$ cat src/rtl/jtvigil_romarb_pkg.sv
// Shared types and constants for the Vigilante ROM arbiter.
// The optional per-requester word cache is enabled with JTVIGIL_ROMARB_CACHE_EN.
package jtvigil_romarb_pkg;

   localparam int unsigned SW_DEF   = 22;
   localparam int unsigned NREQ     = 3;
   localparam int unsigned MAIN_AW  = 18;
   localparam int unsigned SND_AW   = 15;
   localparam int unsigned PCM_AW   = 16;

   typedef enum logic { IDLE = 1'b0, WAIT = 1'b1 } state_t;

   typedef logic [1:0] req_t;
   localparam req_t MAIN = 2'd0;
   localparam req_t SND  = 2'd1;
   localparam req_t PCM  = 2'd2;

   localparam logic [21:0] MAIN_OFFSET_DEF = 22'h00_0000;
   localparam logic [21:0] SND_OFFSET_DEF  = 22'h01_0000;
   localparam logic [21:0] PCM_OFFSET_DEF  = 22'h01_8000;

   // Round-robin successor: main -> snd -> pcm -> main
   function automatic req_t next_req(input req_t r);
      return (r == PCM) ? MAIN : req_t'(r + 2'd1);
   endfunction

endpackage

$ cat src/rtl/jtvigil_romarb_slot.sv
// One requester's address latch, valid flag, data byte and ok compare.
// With JTVIGIL_ROMARB_CACHE_EN the last fetched word also serves the sibling byte.
module jtvigil_romarb_slot
   import jtvigil_romarb_pkg::*;
#(
   parameter int unsigned AW = 16
)(
   input  logic          clk,
   input  logic          rst,
   input  logic          cs,
   input  logic [AW-1:0] addr,
   input  logic          grant,
   input  logic          done,
   input  logic          busy,
   input  logic [15:0]   dout,
   output logic [7:0]    data,
   output logic          ok,
   output logic          pending
);

   logic [AW-1:0] lat;
   logic          valid;
   logic          match;
   logic          hit;

   assign match   = valid && (lat == addr);
   assign ok      = cs && match;
   assign pending = cs && !match && !hit && !busy;

`ifdef JTVIGIL_ROMARB_CACHE_EN
   logic [15:0]   cword;
   logic [AW-2:0] cwaddr;
   logic          cvalid;

   // Never hit while our own SDRAM access is outstanding
   assign hit = cs && !match && !busy && cvalid && (cwaddr == addr[AW-1:1]);

   always_ff @(posedge clk or posedge rst) begin
      if (rst) begin
         cword  <= '0;
         cwaddr <= '0;
         cvalid <= 1'b0;
      end else if (done) begin
         cword  <= dout;
         cwaddr <= lat[AW-1:1];
         cvalid <= 1'b1;
      end
   end
`else
   assign hit = 1'b0;
`endif

   always_ff @(posedge clk or posedge rst) begin
      if (rst) begin
         lat   <= '0;
         valid <= 1'b0;
         data  <= '0;
      end else begin
         if (grant) begin
            lat   <= addr;
            valid <= 1'b0;
         end else if (done) begin
            valid <= 1'b1;
            data  <= lat[0] ? dout[15:8] : dout[7:0];
         end
`ifdef JTVIGIL_ROMARB_CACHE_EN
         else if (hit) begin
            lat   <= addr;
            valid <= 1'b1;
            data  <= addr[0] ? cword[15:8] : cword[7:0];
         end
`endif
      end
   end

endmodule

$ cat src/rtl/jtvigil_romarb.sv
// Round-robin arbiter sharing one 16-bit SDRAM read port among main, sound and PCM ROMs.
// Optional word cache per requester: define JTVIGIL_ROMARB_CACHE_EN.
module jtvigil_romarb
   import jtvigil_romarb_pkg::*;
#(
   parameter int unsigned     SW          = SW_DEF,
   parameter logic [SW-1:0]   MAIN_OFFSET = SW'(MAIN_OFFSET_DEF),
   parameter logic [SW-1:0]   SND_OFFSET  = SW'(SND_OFFSET_DEF),
   parameter logic [SW-1:0]   PCM_OFFSET  = SW'(PCM_OFFSET_DEF)
)(
   input  logic               clk,
   input  logic               rst,
   input  logic               main_cs,
   input  logic [MAIN_AW-1:0] main_addr,
   output logic [7:0]         main_data,
   output logic               main_ok,
   input  logic               snd_cs,
   input  logic [SND_AW-1:0]  snd_addr,
   output logic [7:0]         snd_data,
   output logic               snd_ok,
   input  logic               pcm_cs,
   input  logic [PCM_AW-1:0]  pcm_addr,
   output logic [7:0]         pcm_data,
   output logic               pcm_ok,
   output logic               sdram_cs,
   output logic [SW-1:0]      sdram_addr,
   input  logic [15:0]        sdram_dout,
   input  logic               sdram_ok
);

   state_t          st, st_nxt;
   req_t            ptr, ptr_nxt;
   req_t            sel, sel_nxt;
   req_t            cand;
   logic            found;
   logic            cs_nxt;
   logic [SW-1:0]   addr_nxt;
   logic [NREQ-1:0] pend, grant, done, busy;
   logic [SW-1:0]   word [NREQ];

   // Offset addition wraps modulo 2^SW
   assign word[MAIN] = MAIN_OFFSET + SW'(main_addr[MAIN_AW-1:1]);
   assign word[SND]  = SND_OFFSET  + SW'(snd_addr[SND_AW-1:1]);
   assign word[PCM]  = PCM_OFFSET  + SW'(pcm_addr[PCM_AW-1:1]);

   assign busy[MAIN] = (st == WAIT) && (sel == MAIN);
   assign busy[SND]  = (st == WAIT) && (sel == SND);
   assign busy[PCM]  = (st == WAIT) && (sel == PCM);

   always_ff @(posedge clk or posedge rst) begin
      if (rst) begin
         st         <= IDLE;
         ptr        <= MAIN;
         sel        <= MAIN;
         sdram_cs   <= 1'b0;
         sdram_addr <= '0;
      end else begin
         st         <= st_nxt;
         ptr        <= ptr_nxt;
         sel        <= sel_nxt;
         sdram_cs   <= cs_nxt;
         sdram_addr <= addr_nxt;
      end
   end

   always_comb begin
      st_nxt   = st;
      ptr_nxt  = ptr;
      sel_nxt  = sel;
      cs_nxt   = sdram_cs;
      addr_nxt = sdram_addr;
      grant    = '0;
      done     = '0;
      found    = 1'b0;
      cand     = ptr;
      case (st)
         IDLE: begin
            // First pending requester starting at the pointer
            for (int i = 0; i < int'(NREQ); i++) begin
               if (!found && pend[cand]) begin
                  found   = 1'b1;
                  sel_nxt = cand;
               end
               cand = next_req(cand);
            end
            if (found) begin
               grant[sel_nxt] = 1'b1;
               cs_nxt         = 1'b1;
               addr_nxt       = word[sel_nxt];
               st_nxt         = WAIT;
            end
         end
         WAIT: begin
            if (sdram_ok) begin
               done[sel] = 1'b1;
               cs_nxt    = 1'b0;
               ptr_nxt   = next_req(sel);
               st_nxt    = IDLE;
            end
         end
         default: st_nxt = IDLE;
      endcase
   end

   jtvigil_romarb_slot #(.AW(MAIN_AW)) u_main (
      .clk(clk), .rst(rst), .cs(main_cs), .addr(main_addr),
      .grant(grant[MAIN]), .done(done[MAIN]), .busy(busy[MAIN]), .dout(sdram_dout),
      .data(main_data), .ok(main_ok), .pending(pend[MAIN])
   );

   jtvigil_romarb_slot #(.AW(SND_AW)) u_snd (
      .clk(clk), .rst(rst), .cs(snd_cs), .addr(snd_addr),
      .grant(grant[SND]), .done(done[SND]), .busy(busy[SND]), .dout(sdram_dout),
      .data(snd_data), .ok(snd_ok), .pending(pend[SND])
   );

   jtvigil_romarb_slot #(.AW(PCM_AW)) u_pcm (
      .clk(clk), .rst(rst), .cs(pcm_cs), .addr(pcm_addr),
      .grant(grant[PCM]), .done(done[PCM]), .busy(busy[PCM]), .dout(sdram_dout),
      .data(pcm_data), .ok(pcm_ok), .pending(pend[PCM])
   );

endmodule

$ cat config.mk
export PLATFORM = sky130hd
export DESIGN_NAME = jtvigil_romarb
export DESIGN_NICKNAME = d
export VERILOG_FILES = /design/src/rtl/jtvigil_romarb_pkg.sv /design/src/rtl/jtvigil_romarb_slot.sv /design/src/rtl/jtvigil_romarb.sv
export SDC_FILE = /design/constraint.sdc
export NUM_CORES = 1
export LEC_CHECK = 0
export CELL_PAD_IN_SITES_DETAIL_PLACEMENT = 0
export CELL_PAD_IN_SITES_GLOBAL_PLACEMENT = 1
export CORE_ASPECT_RATIO = 1.75
export CORE_UTILIZATION = 39
export CTS_BUF_LIST = sky130_fd_sc_hd__clkbuf_16
export DETAILED_ROUTE_END_ITERATION = 10
export PLACE_DENSITY = 0.92
export SETUP_SLACK_MARGIN = 0.05
export SYNTH_ARGS = -nofsm -noshare
export SYNTH_HDL_FRONTEND = slang
export SYNTH_HIERARCHICAL = 1
export SYNTH_SLANG_ARGS = --single-unit
$ cat constraint.sdc
create_clock -name clk -period 4 [get_ports clk]
set_input_delay 0.6 -clock clk [delete_from_list [all_inputs] [get_ports clk]]
set_output_delay 0.6 -clock clk [all_outputs]
set_load 0.01 [all_outputs]
* Word level (Yosys, flattened, before mapping)
Cells that the tools add are included. W data, S select, Z words.
Word-level totals: bits in registers 104, bits of input ports 71, output and inout bits 50, logic and storage cells 123
Operators by class: add/sub/neg operators 5, magnitude comparators 8, eq/ne operators 9, multiplexer cells 45, bitwise logic cells 5, reduce and logical (&&, ||, !) cells 37
Operators with widths (number):
- $bmux W22 S2 | 1
- $mux W22 | 2
- $mux W8 | 3
- $mux W1 | 21
- $logic_and A1 B1 Y1 | 19
- $add A17 B14 Y18 const A | 1
- $add A17 B15 Y18 const A | 1
- $eq A18 B18 Y1 | 1
- $eq A16 B16 Y1 | 1
- $eq A15 B15 Y1 | 1
- $lt A2 B3 Y1 const B | 5
- $mux W2 | 7
- $mux W3 | 4
- $reduce_and A2 Y1 | 6
- $logic_not A1 Y1 | 8
- $add A2 B1 Y2 const B | 3
- $bmux W1 S2 | 3
- $eq A2 B2 Y1 const B | 3
- $reduce_bool A2 Y1 | 3
- $demux W1 S2 | 2
- $ge A2 B1 Y1 const B | 2
- $ne A2 B2 Y1 const B | 2
- $not A1 Y1 | 4
- $pmux W1 S2 | 2
- 4 further kinds | 4

* Longest topological paths before layout
depth after elaboration 25, gate-level depth with buffers 16

* By module
The synthesis kept the hierarchy.
Modules (own cells, without submodules):
- jtvigil_romarb | times used 1, cells an instance 138, area each 1391.3 µm², sequential area each 575.6 µm²
- jtvigil_romarb_slot (u_main) | times used 1, cells an instance 104, area each 1291.2 µm², sequential area each 675.6 µm²
- jtvigil_romarb_slot (u_pcm) | times used 1, cells an instance 97, area each 1204.9 µm², sequential area each 625.6 µm²
- jtvigil_romarb_slot (u_snd) | times used 1, cells an instance 93, area each 1153.6 µm², sequential area each 600.6 µm²

* Worst setup path after synthesis
No wires, ideal clock.
path type input-to-reg, start in snd_addr[11], end reg u_pcm.data[0], library setup time 129 ps, arrival time 3066 ps, data required time 3871 ps, path slack 805 ps, cell stages on the path 15, cell sequence xnor2_1 -> nand4_1 -> nor4_2 -> nor3b_1 -> inv_1 -> a222oi_1 -> or2_1 -> buf_6 -> buf_12 -> nor2_1 -> buf_2 -> nand2b_1 -> buf_2 -> nand2_1 -> o21ai_0
On the way: cells in the longest elaborated chain, start to end 25, elaborated cells between the ends (all ways) 34, classes of those cells order compare (2); eq/ne (1); mux (20); bitwise (1); reduce/logical (10)
Ends and longest elaborated chain:
- start: declaration | RTL line jtvigil_romarb.sv:18 | input logic [SND_AW-1:0] snd_addr,
- $eq A15 B15 Y1 (*) | RTL line jtvigil_romarb_slot.sv:26 | assign match = valid && (lat == addr);
- $logic_and A1 B1 Y1 (*) | RTL line jtvigil_romarb_slot.sv:26
- $logic_not A1 Y1 (*) | RTL line jtvigil_romarb_slot.sv:28 | assign pending = cs && !match && !hit && !busy;
- $logic_and A1 B1 Y1 (*) (2 in a row) | RTL line jtvigil_romarb_slot.sv:28
- via pend[1] | RTL line jtvigil_romarb.sv:38 | logic [NREQ-1:0] pend, grant, done, busy;
- $bmux W1 S2 | RTL line jtvigil_romarb.sv:80 | if (!found && pend[cand]) begin
- $mux W1 (implied by the code) | RTL line jtvigil_romarb.sv:80
- $mux W1 | RTL line jtvigil_romarb.sv:80
- (+10 left out)
- $logic_and A1 B1 Y1 (implied by the code) | RTL line jtvigil_romarb.sv:87 | grant[sel_nxt] = 1'b1;
- $mux W1 (implied by the code) | RTL line jtvigil_romarb.sv:87
- $demux W1 S2 | RTL line jtvigil_romarb.sv:87
- $mux W3 (*) | RTL line jtvigil_romarb.sv:86 | if (found) begin
- $mux W3 (*) | RTL line jtvigil_romarb.sv:76 | case (st)
- via grant[2] | RTL line jtvigil_romarb.sv:38
- $not A1 Y1 (no line) (*)
- $reduce_and A2 Y1 (no line) (*)
- end signal: assignment | RTL line jtvigil_romarb_slot.sv:64 | data <= lat[0] ? dout[15:8] : dout[7:0];
- end: declaration | RTL line jtvigil_romarb_slot.sv:16 | output logic [7:0] data,
Mark *: on every way through the listed nets, which the timed path passes. The rest lies on a longest branch. The select of a mux whose other input is x is not followed. A chain may end at the register's enable or synchronous reset.

* Worst setup path after layout
start in snd_addr[13], end reg u_main.data[1]
On the way: cells in the longest elaborated chain, start to end 25, elaborated cells between the ends (all ways) 34, classes of those cells order compare (2); eq/ne (1); mux (20); bitwise (1); reduce/logical (10)
Ends and longest elaborated chain (RTL line):
- $eq A15 B15 Y1 (*) | jtvigil_romarb_slot.sv:26
- $logic_and A1 B1 Y1 (*) | jtvigil_romarb_slot.sv:26
- $logic_not A1 Y1 (*) | jtvigil_romarb_slot.sv:28
- $logic_and A1 B1 Y1 (*) (2 in a row) | jtvigil_romarb_slot.sv:28
- via pend[1] | jtvigil_romarb.sv:38
- $bmux W1 S2 | jtvigil_romarb.sv:80
- $mux W1 (implied by the code) | jtvigil_romarb.sv:80
- $mux W1 | jtvigil_romarb.sv:80
- (+10 left out)
- $logic_and A1 B1 Y1 (implied by the code) | jtvigil_romarb.sv:87
- $mux W1 (implied by the code) | jtvigil_romarb.sv:87
- $demux W1 S2 | jtvigil_romarb.sv:87
- $mux W3 (*) | jtvigil_romarb.sv:86
- $mux W3 (*) | jtvigil_romarb.sv:76
- via grant[0] | jtvigil_romarb.sv:38
- $not A1 Y1 (no line) (*)
- $reduce_and A2 Y1 (no line) (*)
- end signal: assignment | jtvigil_romarb_slot.sv:64
- end: declaration | jtvigil_romarb_slot.sv:16
Marked as above.

==> summary.md <==
| Metric | Value |
|---|---|
| Status | completed |
| Total power | 0.00484 W |
| Post-synth EDFFs | 0 |
| Main flop type after synthesis | dfrtp_1 |
| IO Count | 121 |
| Fraction of layout cells with a size suffix above 1 | between 10 and 15% |
| Max Cap Viol | 0 |
| Pint | approximately 0.0031 W |
| Worst path cell trace | clkdlybuf4s50_1, xnor2_1, nand4_1, nor4_2, nor3b_1, o21bai_1, a311oi_4, inv_1, nor2_1, nand2b_1, o21ai_0 |
| CTS max path bufs | 2 |
| Core Rows | between 50 and 60 |
| WS Path Type | input pin to flop |
| Starting density of the core | between 40 and 50% |
| Area leader, netlist | dfrtp_1 |
| Slowest stage delay, CP | between 600 and 700 ps |
| TritonRoute pass-1 iters | 4 |
| Gr ovfl total | 0 |
| H-tree levels | 3 |
| # nets final | between 600 and 700 |
| Ys async rst share | 100% |
| Unique masters post-synth | 44 |
| Largest net degree at the start of global routing | 28 |
| TritonCTS buffer count | 9 |
| Area added between synthesis and finish | 31.5% |
| Vias in the first global route | approximately 3,900 |
| GRT Overall Usage | a little over a fifth |
| Die height | roughly 150 um |
| Antenna viol nets, final | 0 |
| Fin. Hold Viols | 0 |
| Final setup TNS | 0 ps |
| Dpl cells | between 700 and 800 |
| Clk Latency, worst-skew pair | between 300 and 400 ps |
| Crit path max fanout | 16 |
| Clk sink count | between 90 and 100 |
| Part of the power in the clock network | between 10% and 20% |
| Setup Viol. Count Final | 0 |
| Synth Register Bits | 99 |
| Sequential share of power | 39.1% |
| Post-synth top area share | between 40% and 50% |
| Yosys warning count | 6 |
| Post-layout util | a little over half |
| Crit path launch type | input pin |
| Crit path buf inv count | 2 |
| Die ar. | approximately 0.013 mm2 |
| Leading post-synthesis cells by cell area | dfrtp_1 (49%), mux2_2 (8.9%), mux2i_1 (7.9%) |
| Hold WC Path Type | flop to flop |
| Overall routed net length | around 13,000 um |
| Sw power | ~0.0017 W |
| Crit end category | flop |
| Tmin final | approximately 3500 ps |
| Die width | 87.9 um |
| Port bufs | 115 |
| Hold_buf cts | 0 |
| Slowest CP cell | nor3b_1 |
| DR iter-0 viols | 229 |
| First-pass GRT wire length | between 20,000 and 25,000 um |
| Final non-filler cell total | 722 |
| Diodes inserted | 0 |
| Core area | 0.0126 mm2 |
| Vias/cell | around 5.1 |
| Postcts setup bufs | 0 |
| Seq/Total Area, Yosys | between 40% and 50% |
| Relative slew margins | a little under a third |
| Family with the most delay on the worst path | simple AND/OR/NAND/NOR gates |
| Syn Area/Cell | 11.7 um2 |
| Clock root cell | clkbuf_16 |
| Fin. max-slew vios | 0 |
| Critical path required time | 4190 ps |
| Dpl hpwl | approximately 11,000 um |
| Wirelength per Cell | ~18 um |
| Synth Cell Area | ~0.005 mm2 |
| DR DRC count | 0 |
| Gates resized, CTS repair | 0 |
| RSZ-0062 raised after global routing | false |
| Fmax | ~0.29 GHz |
| Gate power share | between 40 and 50% |
| Initial antenna violation count | 0 |
| Syn Inst Count | 432 |
| P_leak | about 2.8 nW |
| Count leader, synth | dfrtp_1 |
| GP Congestion | 0.898 |
| Worst slew pin tran | around 1000 ps |
| CTS tree | yes |
| Clock Skews | between 10 and 15 ps |
| Reg clk slew, reported paths | 60 ps |
| PwrDens | ~730 mW/mm2 |
| Vias | 3,658 |
| Sw Share | between 30% and 40% |
| Synth cell count leaders | dfrtp_1 (99), xnor2_1 (44), nand2_1 (42) |
| CP arrival | around 3700 ps |
| Period utilization | ~87% |
| Max VDD drop | ~0.26 mV |
[worst reg2reg max path, delay by kind of cell (launching register included)]
kind	cells	cell delay [ps]
compound gates	3	790
buf+inv	1	110
flops	1	670
simple gates	5	1510
xor+xnor	1	190
[final timing paths]
check	slack, ps	cells after the start	from	endpoint
setup reg to reg	570	10	u_snd/lat[0]$_DFFE_PP0P_	u_main/data[1]$_DFFE_PP0P_
hold reg to reg	490	2	u_main/data[6]$_DFFE_PP0P_	u_main/data[6]$_DFFE_PP0P_
setup / recovery	520	11	snd_addr[13]	u_main/data[1]$_DFFE_PP0P_
hold / removal	490	2	u_main/data[6]$_DFFE_PP0P_	u_main/data[6]$_DFFE_PP0P_
max in group asynchronous	2470	2	rst	u_main/lat[16]$_DFFE_PP0P_
min in group asynchronous	850	2	rst	sdram_addr[0]$_DFFE_PP0P_
[cell type report]
cell class | count | area [um2]
clock inverters | 6 | 65.1
inverters | 25 | 93.8
multi-input cells | 289 | 2320
repair buffers | 126 | 1230
fillers | 1138 | 5940
well taps | 168 | 210
clock buffers | 9 | 225
flip-flops and latches | 99 | 2480
[power by group through the flow]
| stage | clock network [W] | logic [W] | registers, W |
|---|---|---|---|
| after floorplan | 0 | 0.00131 | 0.00185 |
| after global placement | 0 | 0.00203 | 0.00188 |
| after detailed placement | 0 | 0.00209 | 0.00191 |
| after CTS | 0.000879 | 0.00210 | 0.00189 |
| after global routing | 0.000923 | 0.00225 | 0.00196 |
| final | 0.000859 | 0.00208 | 0.00189 |
[through the flow]
step           hold slack, ps  setup slack (ps)  area, um2
3_5_place_dp              478               185       6340
2_1_floorplan             466               805       5060
4_1_cts                   493               536       6630
3_3_place_gp              465               359       6340
5_1_grt                   519               184       6630
6_report                  491               524       6630
[cell families (layout without fill, tap and decap cells)]
kind of cell,Yosys count,count (layout),synth area share [%]
mux,89,89,18.9
other cells,1,5,0.0744
simple gates,92,92,9.31
xor+xnor,49,49,8.81
buf+inv,48,166,5.44
compound gates,54,54,8.34
flops,99,99,49.1
[per-layer routing]
layer,up-vias,part of all wire (%),track usage (%)
li1,1713,-,-
met1,1817,38,25.1
met2,109,55,37.5
met3,19,3.9,3.36
met4,0,2.7,8.67
met5,-,0,0
[state kept, by name, indices dropped and copies added, names as in the netlist, 8 cells and up]
name / count
u_main/lat: 18
sdram_addr: 17
u_pcm/lat: 16
u_snd/lat: 15
u_main/data: 8
u_pcm/data: 8
u_snd/data: 8
[placed cells by master (no fill, tap or decap), types with 3 or more instances in the layout]
cell type	n
xor2_1	3
conb_1	5
mux2i_1	40
clkbuf_16	9
xnor2_1	44
inv_1	25
o21ai_1	9
mux2_1	9
nor3_1	3
nor2_1	11
o21ai_0	17
nand2b_1	9
nand2_1	42
buf_4	11
nor4_2	3
clkdlybuf4s50_1	115
dfrtp_1	99
o221ai_1	5
nand4_1	11
mux2_2	40
o221ai_2	9
Note: power is estimated with default switching activity, not from simulation.
